--- src/rtl/uart_apb_cmd_ctrl.sv ---
// uart_apb_cmd_ctrl: parses 'W'/'R' command frames from the UART RX byte
// stream, issues one APB write/read per frame and returns a response.
// Ports: iCLK/iRESET (sync, active-high); iRX_DATA/iRX_VALID byte in;
// oTX_DATA/oTX_VALID/iTX_READY byte out; oAPB_WRITE/oAPB_READ strobes with
// oAPB_ADDR/oAPB_WDATA; iAPB_RDATA_EN/iAPB_RDATA read return;
// oBUSY (not IDLE); oRX_DROP (byte discarded).
// Optional: define UART_APB_CMD_CSUM_EN for a trailing XOR checksum byte.
module uart_apb_cmd_ctrl #(
  parameter int unsigned RD_TIMEOUT    = 255,
  parameter int unsigned FRAME_TIMEOUT = 10000
) (
  input  logic        iCLK,
  input  logic        iRESET,
  input  logic [7:0]  iRX_DATA,
  input  logic        iRX_VALID,
  output logic [7:0]  oTX_DATA,
  output logic        oTX_VALID,
  input  logic        iTX_READY,
  output logic        oAPB_WRITE,
  output logic        oAPB_READ,
  output logic [15:0] oAPB_ADDR,
  output logic [31:0] oAPB_WDATA,
  input  logic        iAPB_RDATA_EN,
  input  logic [31:0] iAPB_RDATA,
  output logic        oBUSY,
  output logic        oRX_DROP
);

  localparam logic [7:0] OP_WR    = 8'h57;
  localparam logic [7:0] OP_RD    = 8'h52;
  localparam logic [7:0] RSP_ACK  = 8'h06;
  localparam logic [7:0] RSP_BAD  = 8'h3F;
  localparam logic [7:0] RSP_TO   = 8'h15;
  localparam logic [15:0] FT_LAST = 16'(FRAME_TIMEOUT - 1);
  localparam logic [7:0]  RT_LAST = 8'(RD_TIMEOUT - 1);
`ifdef UART_APB_CMD_CSUM_EN
  localparam logic [7:0] RSP_CSUM = 8'h21;
  // full addr+data kept until the checksum byte is judged
  localparam int SHW = 48;
`else
  // last data byte is taken straight from the input
  localparam int SHW = 40;
`endif

  typedef enum logic [2:0] {
    IDLE,
    GET_ADDR,
    GET_DATA,
`ifdef UART_APB_CMD_CSUM_EN
    CHK,
`endif
    APB_WR,
    APB_RD,
    WAIT_RD,
    TX_RESP
  } stateT;

  stateT state, stateNxt;
  logic isWr, isWrNxt;
  logic [1:0] cnt, cntNxt;
  logic [SHW-1:0] shReg, shNxt;
  logic [47:0] shIn;
  logic [15:0] idleCnt, idleNxt;
  logic [7:0] rdCnt, rdCntNxt;
  logic [31:0] txBuf, txBufNxt;
  logic [2:0] txLeft, txLeftNxt;
  logic [15:0] addrReg, addrNxt;
  logic [31:0] wdataReg, wdataNxt;
  logic rxDrop, rxDropNxt;
  logic rxState;
`ifdef UART_APB_CMD_CSUM_EN
  logic [7:0] csum, csumNxt;
  assign rxState = state == GET_ADDR || state == GET_DATA
                || state == CHK;
`else
  assign rxState = state == GET_ADDR || state == GET_DATA;
`endif

  assign oTX_DATA   = txBuf[31:24];
  assign oTX_VALID  = state == TX_RESP;
  assign oAPB_WRITE = state == APB_WR;
  assign oAPB_READ  = state == APB_RD;
  assign oAPB_ADDR  = addrReg;
  assign oAPB_WDATA = wdataReg;
  assign oBUSY      = state != IDLE;
  assign oRX_DROP   = rxDrop;

  always_ff @(posedge iCLK) begin
    if (iRESET) begin
      state    <= IDLE;
      isWr     <= 1'b0;
      cnt      <= '0;
      shReg    <= '0;
      idleCnt  <= '0;
      rdCnt    <= '0;
      txBuf    <= '0;
      txLeft   <= '0;
      addrReg  <= '0;
      wdataReg <= '0;
      rxDrop   <= 1'b0;
`ifdef UART_APB_CMD_CSUM_EN
      csum     <= '0;
`endif
    end else begin
      state    <= stateNxt;
      isWr     <= isWrNxt;
      cnt      <= cntNxt;
      shReg    <= shNxt;
      idleCnt  <= idleNxt;
      rdCnt    <= rdCntNxt;
      txBuf    <= txBufNxt;
      txLeft   <= txLeftNxt;
      addrReg  <= addrNxt;
      wdataReg <= wdataNxt;
      rxDrop   <= rxDropNxt;
`ifdef UART_APB_CMD_CSUM_EN
      csum     <= csumNxt;
`endif
    end
  end

  always_comb begin
    stateNxt  = state;
    isWrNxt   = isWr;
    cntNxt    = cnt;
    shNxt     = shReg;
    idleNxt   = idleCnt;
    rdCntNxt  = rdCnt;
    txBufNxt  = txBuf;
    txLeftNxt = txLeft;
    addrNxt   = addrReg;
    wdataNxt  = wdataReg;
    shIn      = {shReg[39:0], iRX_DATA};
    rxDropNxt = iRX_VALID && !(rxState || state == IDLE);
`ifdef UART_APB_CMD_CSUM_EN
    csumNxt   = csum;
`endif
    // inter-byte watchdog; a byte always takes priority
    if (rxState) begin
      if (iRX_VALID)
        idleNxt = '0;
      else if (idleCnt == FT_LAST)
        stateNxt = IDLE;
      else
        idleNxt = idleCnt + 16'd1;
    end
    unique case (state)
      IDLE: if (iRX_VALID) begin
        if (iRX_DATA == OP_WR || iRX_DATA == OP_RD) begin
          stateNxt = GET_ADDR;
          isWrNxt  = iRX_DATA == OP_WR;
          cntNxt   = '0;
          idleNxt  = '0;
`ifdef UART_APB_CMD_CSUM_EN
          csumNxt  = iRX_DATA;
`endif
        end else begin
          stateNxt  = TX_RESP;
          txBufNxt  = {RSP_BAD, 24'h0};
          txLeftNxt = 3'd1;
        end
      end
      GET_ADDR: if (iRX_VALID) begin
        shNxt  = shIn[SHW-1:0];
        cntNxt = cnt + 2'd1;
`ifdef UART_APB_CMD_CSUM_EN
        csumNxt = csum ^ iRX_DATA;
`endif
        if (cnt == 2'd1) begin
          cntNxt = '0;
          if (isWr) begin
            stateNxt = GET_DATA;
          end else begin
`ifdef UART_APB_CMD_CSUM_EN
            stateNxt = CHK;
`else
            stateNxt = APB_RD;
            addrNxt  = shIn[15:0];
`endif
          end
        end
      end
      GET_DATA: if (iRX_VALID) begin
        shNxt  = shIn[SHW-1:0];
        cntNxt = cnt + 2'd1;
`ifdef UART_APB_CMD_CSUM_EN
        csumNxt = csum ^ iRX_DATA;
`endif
        if (cnt == 2'd3) begin
`ifdef UART_APB_CMD_CSUM_EN
          stateNxt = CHK;
`else
          stateNxt = APB_WR;
          addrNxt  = shIn[47:32];
          wdataNxt = shIn[31:0];
`endif
        end
      end
`ifdef UART_APB_CMD_CSUM_EN
      CHK: if (iRX_VALID) begin
        if (iRX_DATA == csum) begin
          if (isWr) begin
            stateNxt = APB_WR;
            addrNxt  = shReg[47:32];
            wdataNxt = shReg[31:0];
          end else begin
            stateNxt = APB_RD;
            addrNxt  = shReg[15:0];
          end
        end else begin
          stateNxt  = TX_RESP;
          txBufNxt  = {RSP_CSUM, 24'h0};
          txLeftNxt = 3'd1;
        end
      end
`endif
      APB_WR: begin
        stateNxt  = TX_RESP;
        txBufNxt  = {RSP_ACK, 24'h0};
        txLeftNxt = 3'd1;
      end
      APB_RD: begin
        stateNxt = WAIT_RD;
        // counts cycles since the strobe, so TX starts RD_TIMEOUT later
        rdCntNxt = 8'd1;
      end
      WAIT_RD: begin
        if (iAPB_RDATA_EN) begin
          stateNxt  = TX_RESP;
          txBufNxt  = iAPB_RDATA;
          txLeftNxt = 3'd4;
        end else if (rdCnt >= RT_LAST) begin
          stateNxt  = TX_RESP;
          txBufNxt  = {RSP_TO, 24'h0};
          txLeftNxt = 3'd1;
        end else begin
          rdCntNxt = rdCnt + 8'd1;
        end
      end
      TX_RESP: if (iTX_READY) begin
        txBufNxt  = {txBuf[23:0], 8'h0};
        txLeftNxt = txLeft - 3'd1;
        if (txLeft == 3'd1)
          stateNxt = IDLE;
      end
      default: stateNxt = IDLE;
    endcase
  end

endmodule

--- config.mk ---
export PLATFORM = sky130hd
export DESIGN_NAME = uart_apb_cmd_ctrl
export DESIGN_NICKNAME = d
export VERILOG_FILES = /design/src/rtl/uart_apb_cmd_ctrl.sv
export SDC_FILE = /design/constraint.sdc
export NUM_CORES = 1
export LEC_CHECK = 0
export BUFFER_PORTS_ARGS = -buffer_cell sky130_fd_sc_hd__buf_4
export CORE_MARGIN = 8
export CORE_UTILIZATION = 60
export DETAILED_ROUTE_END_ITERATION = 8
export GPL_ROUTABILITY_DRIVEN = 0
export PLACE_DENSITY = 0.84
export SYNTH_ARGS = -nofsm -noshare
export SYNTH_HDL_FRONTEND = slang
export SYNTH_SLANG_ARGS = --single-unit
--- constraint.sdc ---
create_clock -name iCLK -period 3.05 [get_ports iCLK]
set_input_delay 0.305 -clock iCLK [delete_from_list [all_inputs] [get_ports iCLK]]
set_output_delay 0.305 -clock iCLK [all_outputs]
set_load 0.05 [all_outputs]
==> out/results.tsv, run 1 <==
stage	metric	value	unit
pwr	power.density	659	mW/mm^2
clock_network	cts.htree.levels	4	
synthesis	ys_ff_latch	154	
timing	finalHoldViolCount	0	
worst_setup_path	r2r-start	state[1]	
placement	dpl.hpwl	11900	um
worst_setup_path	crit_fanout	30	
pwr	leakage	2.87	nW
synthesis	syn_area	0.00662	mm^2
finish	layout.nets	928	
timing	fmax	0.365	GHz
die	rows	38	
detailed_routing	routed_wl	17800	um
worst_setup_path	path_class	reg -> reg	
detailed_routing	first_pass_iters	5	
grt	grt_max_degree	72	
placement	pre_cts_ws	0.447	ns
timing	slew_violations	0	
synthesis	avgSynthCellArea	8.19	um^2
worst_setup_path	reg2reg_depth	4	
placement	port_buffers	105	
worst_setup_path	cp-startpoint	state[1]	
synthesis	synth.most_common_cell	nand2_1	
timing	slew_headroom	14.7	%
clock_network	cts.sink_count	154	
synthesis	synth_edf_count	0	
die	core-area	0.0108	mm^2
clock_network	post-cts-setup-buffers	0	
synthesis	synth_top_area_cell	dfxtp_1	
detailed_routing	drcViolationCount	0	
synthesis	synth.top_cell.area_share	46.5	%
synthesis	ys_types	51	
grt	antenna_found_initial	0	
worst_setup_path	cp.arrival	3.16	ns
grt	grt_use_total	24.1	%
placement	dp_cells	996	
die	die_h	121	um
worst_setup_path	endpoint	txLeft[2]	
clock_network	cts-resized-gates	0	
worst_setup_path	crit_required	3.47	ns
timing	period_share	89.7	%
clock_network	cts_tree	yes	
grt	grt_pass1_wl	28800	um
clock_network	hold_buffers	0	
grt	grt-ovfl-total	0	
timing	rsz0062_at_grt	false	
detailed_routing	wire_per_inst	17.3	um
synthesis	yosysWarningCount	0	
die	initial_utilization	61.4	%
detailed_routing	via_per_inst	6.05	
worst_setup_path	r2r_end	txLeft[2]	
finish	final_cells	1027	
detailed_routing	vias	6212	
die	ioPinCount	106	
pwr	total_power	5.25	mW
synthesis	synth_nets	862	
worst_hold_path	hold_path_class	in -> reg	
clock_network	cts_buffers	17	
detailed_routing	drtAntennaViolNets	0	
timing	setup_tns	0	ns
synthesis	synth_cells	809	
clock_network	clock_latency	0.53	ns
clock_network	cts_root_buf	clkbuf_8	
die	die-area	0.0147	mm^2
timing	skew	0.0104	ns
status	status	completed	
synthesis	synthArstFlopShare	0	%
synthesis	synth_ff_type	dfxtp_1	
synthesis	ys_seq_area_share	46.5	%
worst_setup_path	worstSetupStartpointType	flop	
synthesis	yosys-top-cells-area	dfxtp_1 (47%), nand2_1 (9.4%), a21oi_1 (9.3%)	
worst_setup_path	ff2ff_setup_slack	0.31	ns
timing	worst_slack	0.314	ns
grt	grt_pass1_vias	5915	
finish	areaGrowthSynthToFinish	20.3	%
finish	num_antenna_cells	0	
timing	holdWs	0.0284	ns
finish	nFillCells	810	
finish	drive_above_1_share	17.8	%
detailed_routing	drt-initial-drc-count	659	
worst_setup_path	cp-end-kind	flop	
clock_network	clk_path_buf_depth	2	
pwr	ir_worst_vdd	565	uV
flow_run	max-cap-violations	0	
timing	finalSetupViolCount	0	
clock_network	path_clk_slew	0.06	ns
synthesis	ys_top_cells_by_count	nand2_1 (165), dfxtp_1 (154), a21oi_1 (123)	
timing	period_needed	2.74	ns
timing	tightest_slew	1.27	ns
die	die_w	121	um
per-stage QoR:
stage,util [%],cell area (um^2)
after global placement,68.6,7400
final,73.8,7970
after floorplan,-,6620
after CTS,73.8,7970
after global routing,73.8,7970
after detailed placement,68.6,7400
placed cells by master (no fill, tap or decap), drive strengths merged, types with 21 or more instances in the layout:
cell and count:
dfxtp 154, nand2 165, nor2 48, inv 21, o21ai 27, a211oi 38, a21oi 123, clkbuf 21
buf 119
cells by family after synthesis:
| kind of cell | synth area share, % |
|---|---|
| xor+xnor | 2.38 |
| mux | 2.72 |
| compound gates | 21.5 |
| simple gates | 19.5 |
| flops | 46.5 |
| fa+ha+maj | 1.51 |
| buf+inv | 5.84 |
critical path, stage by stage (launching register included):
cell and delay [ns]:
dfxtp_1 0.64, nand3b_1 0.35, a311o_1 0.97, o311ai_0 0.33
a32o_1 0.34
sequential cells by signal, indices dropped and copies added (netlist names), 2 cells and up:
signal / count
txLeft: 3
idleCnt: 16
oAPB_WDATA: 32
txBuf: 32
shReg: 40
rdCnt: 8
cnt: 2
oAPB_ADDR: 16
state: 3
worst min-delay path by stage:
stage / end / from / cells past startpoint
finish: txBuf[4] / iAPB_RDATA[4] / 3
global route: txBuf[2] / iAPB_RDATA[2] / 3
CTS: txBuf[7] / iAPB_RDATA[7] / 3
detailed placement: oAPB_WDATA[21] / oAPB_WDATA[21] / 2
global placement: oAPB_WDATA[21] / oAPB_WDATA[21] / 2
floorplan: shReg[32] / shReg[32] / 2
metal layers:
layer / share of wire (%) / vias up / GRT usage, %
li1: - / 2951 / -
met1: 40 / 2959 / 29.2
met2: 50 / 266 / 39.2
met3: 7.6 / 36 / 7.21
met4: 2.4 / 0 / 9.76
met5: 0 / - / 0
report_power, final:
part           leakage (nW)  internal (mW)  total (mW)  switching [mW]
logic                  1.35          0.341       0.988           0.647
registers              1.25           2.14        2.25           0.113
clock network         0.274           1.16        2.01           0.851
final cells by class:
class,count,area [um^2],share of cell area (%)
Inverter,17,63.8,0.801
Sequential cell,154,3080,38.7
Timing Repair Buffer,119,906,11.4
Tap cell,140,175,2.20
Multi-Input combinational cell,566,3170,39.8
Clock buffer,21,459,5.76
Clock inverter,10,109,1.37
Power figures use the tool's default switching activity.
==> run 2: changes to the inputs <==
--- a/config.mk
+++ b/config.mk
@@ -8,6 +8,8 @@
 export BUFFER_PORTS_ARGS = -buffer_cell sky130_fd_sc_hd__buf_4
 export CORE_MARGIN = 8
 export CORE_UTILIZATION = 60
+export CTS_BUF_LIST = sky130_fd_sc_hd__clkbuf_4
+export CTS_CLUSTER_DIAMETER = 150
 export DETAILED_ROUTE_END_ITERATION = 8
 export GPL_ROUTABILITY_DRIVEN = 0
 export PLACE_DENSITY = 0.84
==> out/results.tsv, run 2 (synthesized netlist as in run 1, its figures left out) <==
stage	metric	value	unit
placement	port_buffers	105	
worst_setup_path	cp.arrival	3.18	ns
timing	skew	0.0196	ns
timing	finalHoldViolCount	0	
worst_hold_path	hold_path_class	in -> reg	
grt	grt_use_total	23.8	%
timing	rsz0062_at_grt	false	
detailed_routing	first_pass_iters	5	
die	die_h	121	um
timing	tightest_slew	1.24	ns
flow_run	max-cap-violations	0	
grt	grt-ovfl-total	0	
detailed_routing	via_per_inst	5.92	
die	rows	38	
clock_network	cts.htree.levels	4	
die	die-area	0.0147	mm^2
clock_network	post-cts-setup-buffers	0	
grt	grt_pass1_wl	28500	um
pwr	leakage	2.80	nW
pwr	p_clk_share	26.4	%
worst_setup_path	r2r-start	state[1]	
timing	slew_violations	0	
timing	period_share	89.3	%
placement	dpl.hpwl	11900	um
finish	largest-register	shReg	
detailed_routing	drcViolationCount	0	
timing	worst_slack	0.326	ns
worst_hold_path	min_from	iRX_VALID	
clock_network	path_clk_slew	0.13	ns
clock_network	clk_path_buf_depth	2	
pwr	p_int	2.91	mW
pwr	comb_power_share	22.6	%
die	core-area	0.0108	mm^2
worst_setup_path	cp-end-kind	flop	
grt	grt_max_degree	72	
timing	setup_tns	0	ns
finish	nFillCells	845	
clock_network	cts_root_buf	clkbuf_4	
grt	antenna_found_initial	0	
finish	largest_reg_flops	40	
grt	grt_pass1_vias	5882	
worst_setup_path	path_class	reg -> reg	
die	die_w	121	um
timing	period_needed	2.72	ns
detailed_routing	wire_per_inst	16.8	um
clock_network	cts.sink_count	154	
status	status	completed	
clock_network	cts_tree	yes	
finish	multi_input_area	0.00317	mm^2
detailed_routing	routed_wl	17500	um
finish	layout_commonest_cell	nand2_1	
die	initial_utilization	61.4	%
worst_setup_path	crit_fanout	30	
detailed_routing	vias	6175	
finish	ff_latch_area	0.00308	mm^2
timing	finalSetupViolCount	0	
detailed_routing	drt-initial-drc-count	641	
detailed_routing	drtAntennaViolNets	0	
finish	layout.nets	944	
timing	fmax	0.367	GHz
finish	areaGrowthSynthToFinish	18.0	%
pwr	power.density	563	mW/mm^2
clock_network	cts_buffers	17	
pwr	switchingPower	1.50	mW
pwr	ir_worst_vdd	452	uV
finish	drive_above_1_share	17.3	%
finish	num_antenna_cells	0	
worst_setup_path	crit_required	3.50	ns
pwr	seqPwrFrac	51.0	%
pwr	switching_share	34.0	%
finish	final_cell_mix	nand2_1 (165), dfxtp_1 (154), a21oi_1 (122)	
worst_setup_path	worstSetupStartpointType	flop	
timing	slew_headroom	17.2	%
worst_setup_path	cp-startpoint	state[1]	
placement	pre_cts_ws	0.447	ns
clock_network	clock_latency	0.56	ns
die	ioPinCount	106	
run 2: cell count changes in the layout (fill, tap and decap cells not counted):
cell | before | now
clkbuf_4 | 0 | 18
clkbuf_16 | 16 | 0
dlygate4sd3_1 | 0 | 16
clkbuf_8 | 4 | 0
clkinv_1 | 0 | 3
clkbuf_1 | 1 | 0
run 2: power groups by stage:
stage / sequential, mW / clock, mW / combinational, mW
after floorplan: 2.24 / 0 / 0.774
after global placement: 2.28 / 0 / 0.936
after detailed placement: 2.29 / 0 / 0.966
after CTS: 2.24 / 1.18 / 0.982
after global routing: 2.26 / 1.27 / 1.07
final: 2.25 / 1.16 / 0.994
run 2: worst paths after layout:
kind               endpoint  slack, ns  depth (start not counted)
max               txLeft[2]       0.33                          4
min                oRX_DROP       0.14                          3
max reg2reg       txLeft[2]       0.33                          4
min reg2reg  oAPB_WDATA[21]       0.46                          2
run 2: cell type report:
class	instances	share of cell area (%)
multi-input combinational	566	40.6
clock inverter	13	1.54
timing repair buffer	135	13.6
inverter	17	0.817
tap	140	2.24
clock buffer	18	1.73
sequential	154	39.4
run 2: layer usage:
layer	GRT usage [%]	share of wire, %
met5	0	0
met4	10.5	2.7
met1	29.1	41
met3	7.21	7.7
met2	37.8	48
run 2: per-stage QoR:
stage	hold WS [ns]	utilization [%]	power (mW)	instances	instance area, um^2
2_1_floorplan	0.436	-	3.01	809	6620
3_3_place_gp	0.444	68.6	3.22	996	7400
3_5_place_dp	0.451	68.6	3.25	996	7400
4_1_cts	0.0909	72.4	4.41	1043	7820
5_1_grt	0.104	72.4	4.61	1043	7820
6_report	0.136	72.4	4.40	1043	7820
run 2: repair_timing:
action	in CTS	in global routing
setup endpoints to repair	0	0
hold buffers	16	0
resized for setup	0	0
endpoints found under the hold margin	21	0
run 2: worst max-delay path, cell delays in order (launching register included):
cell and delay (ns):
dfxtp_1 0.65, nand3b_1 0.35, a311o_1 0.95, o311ai_0 0.33, a32o_1 0.33
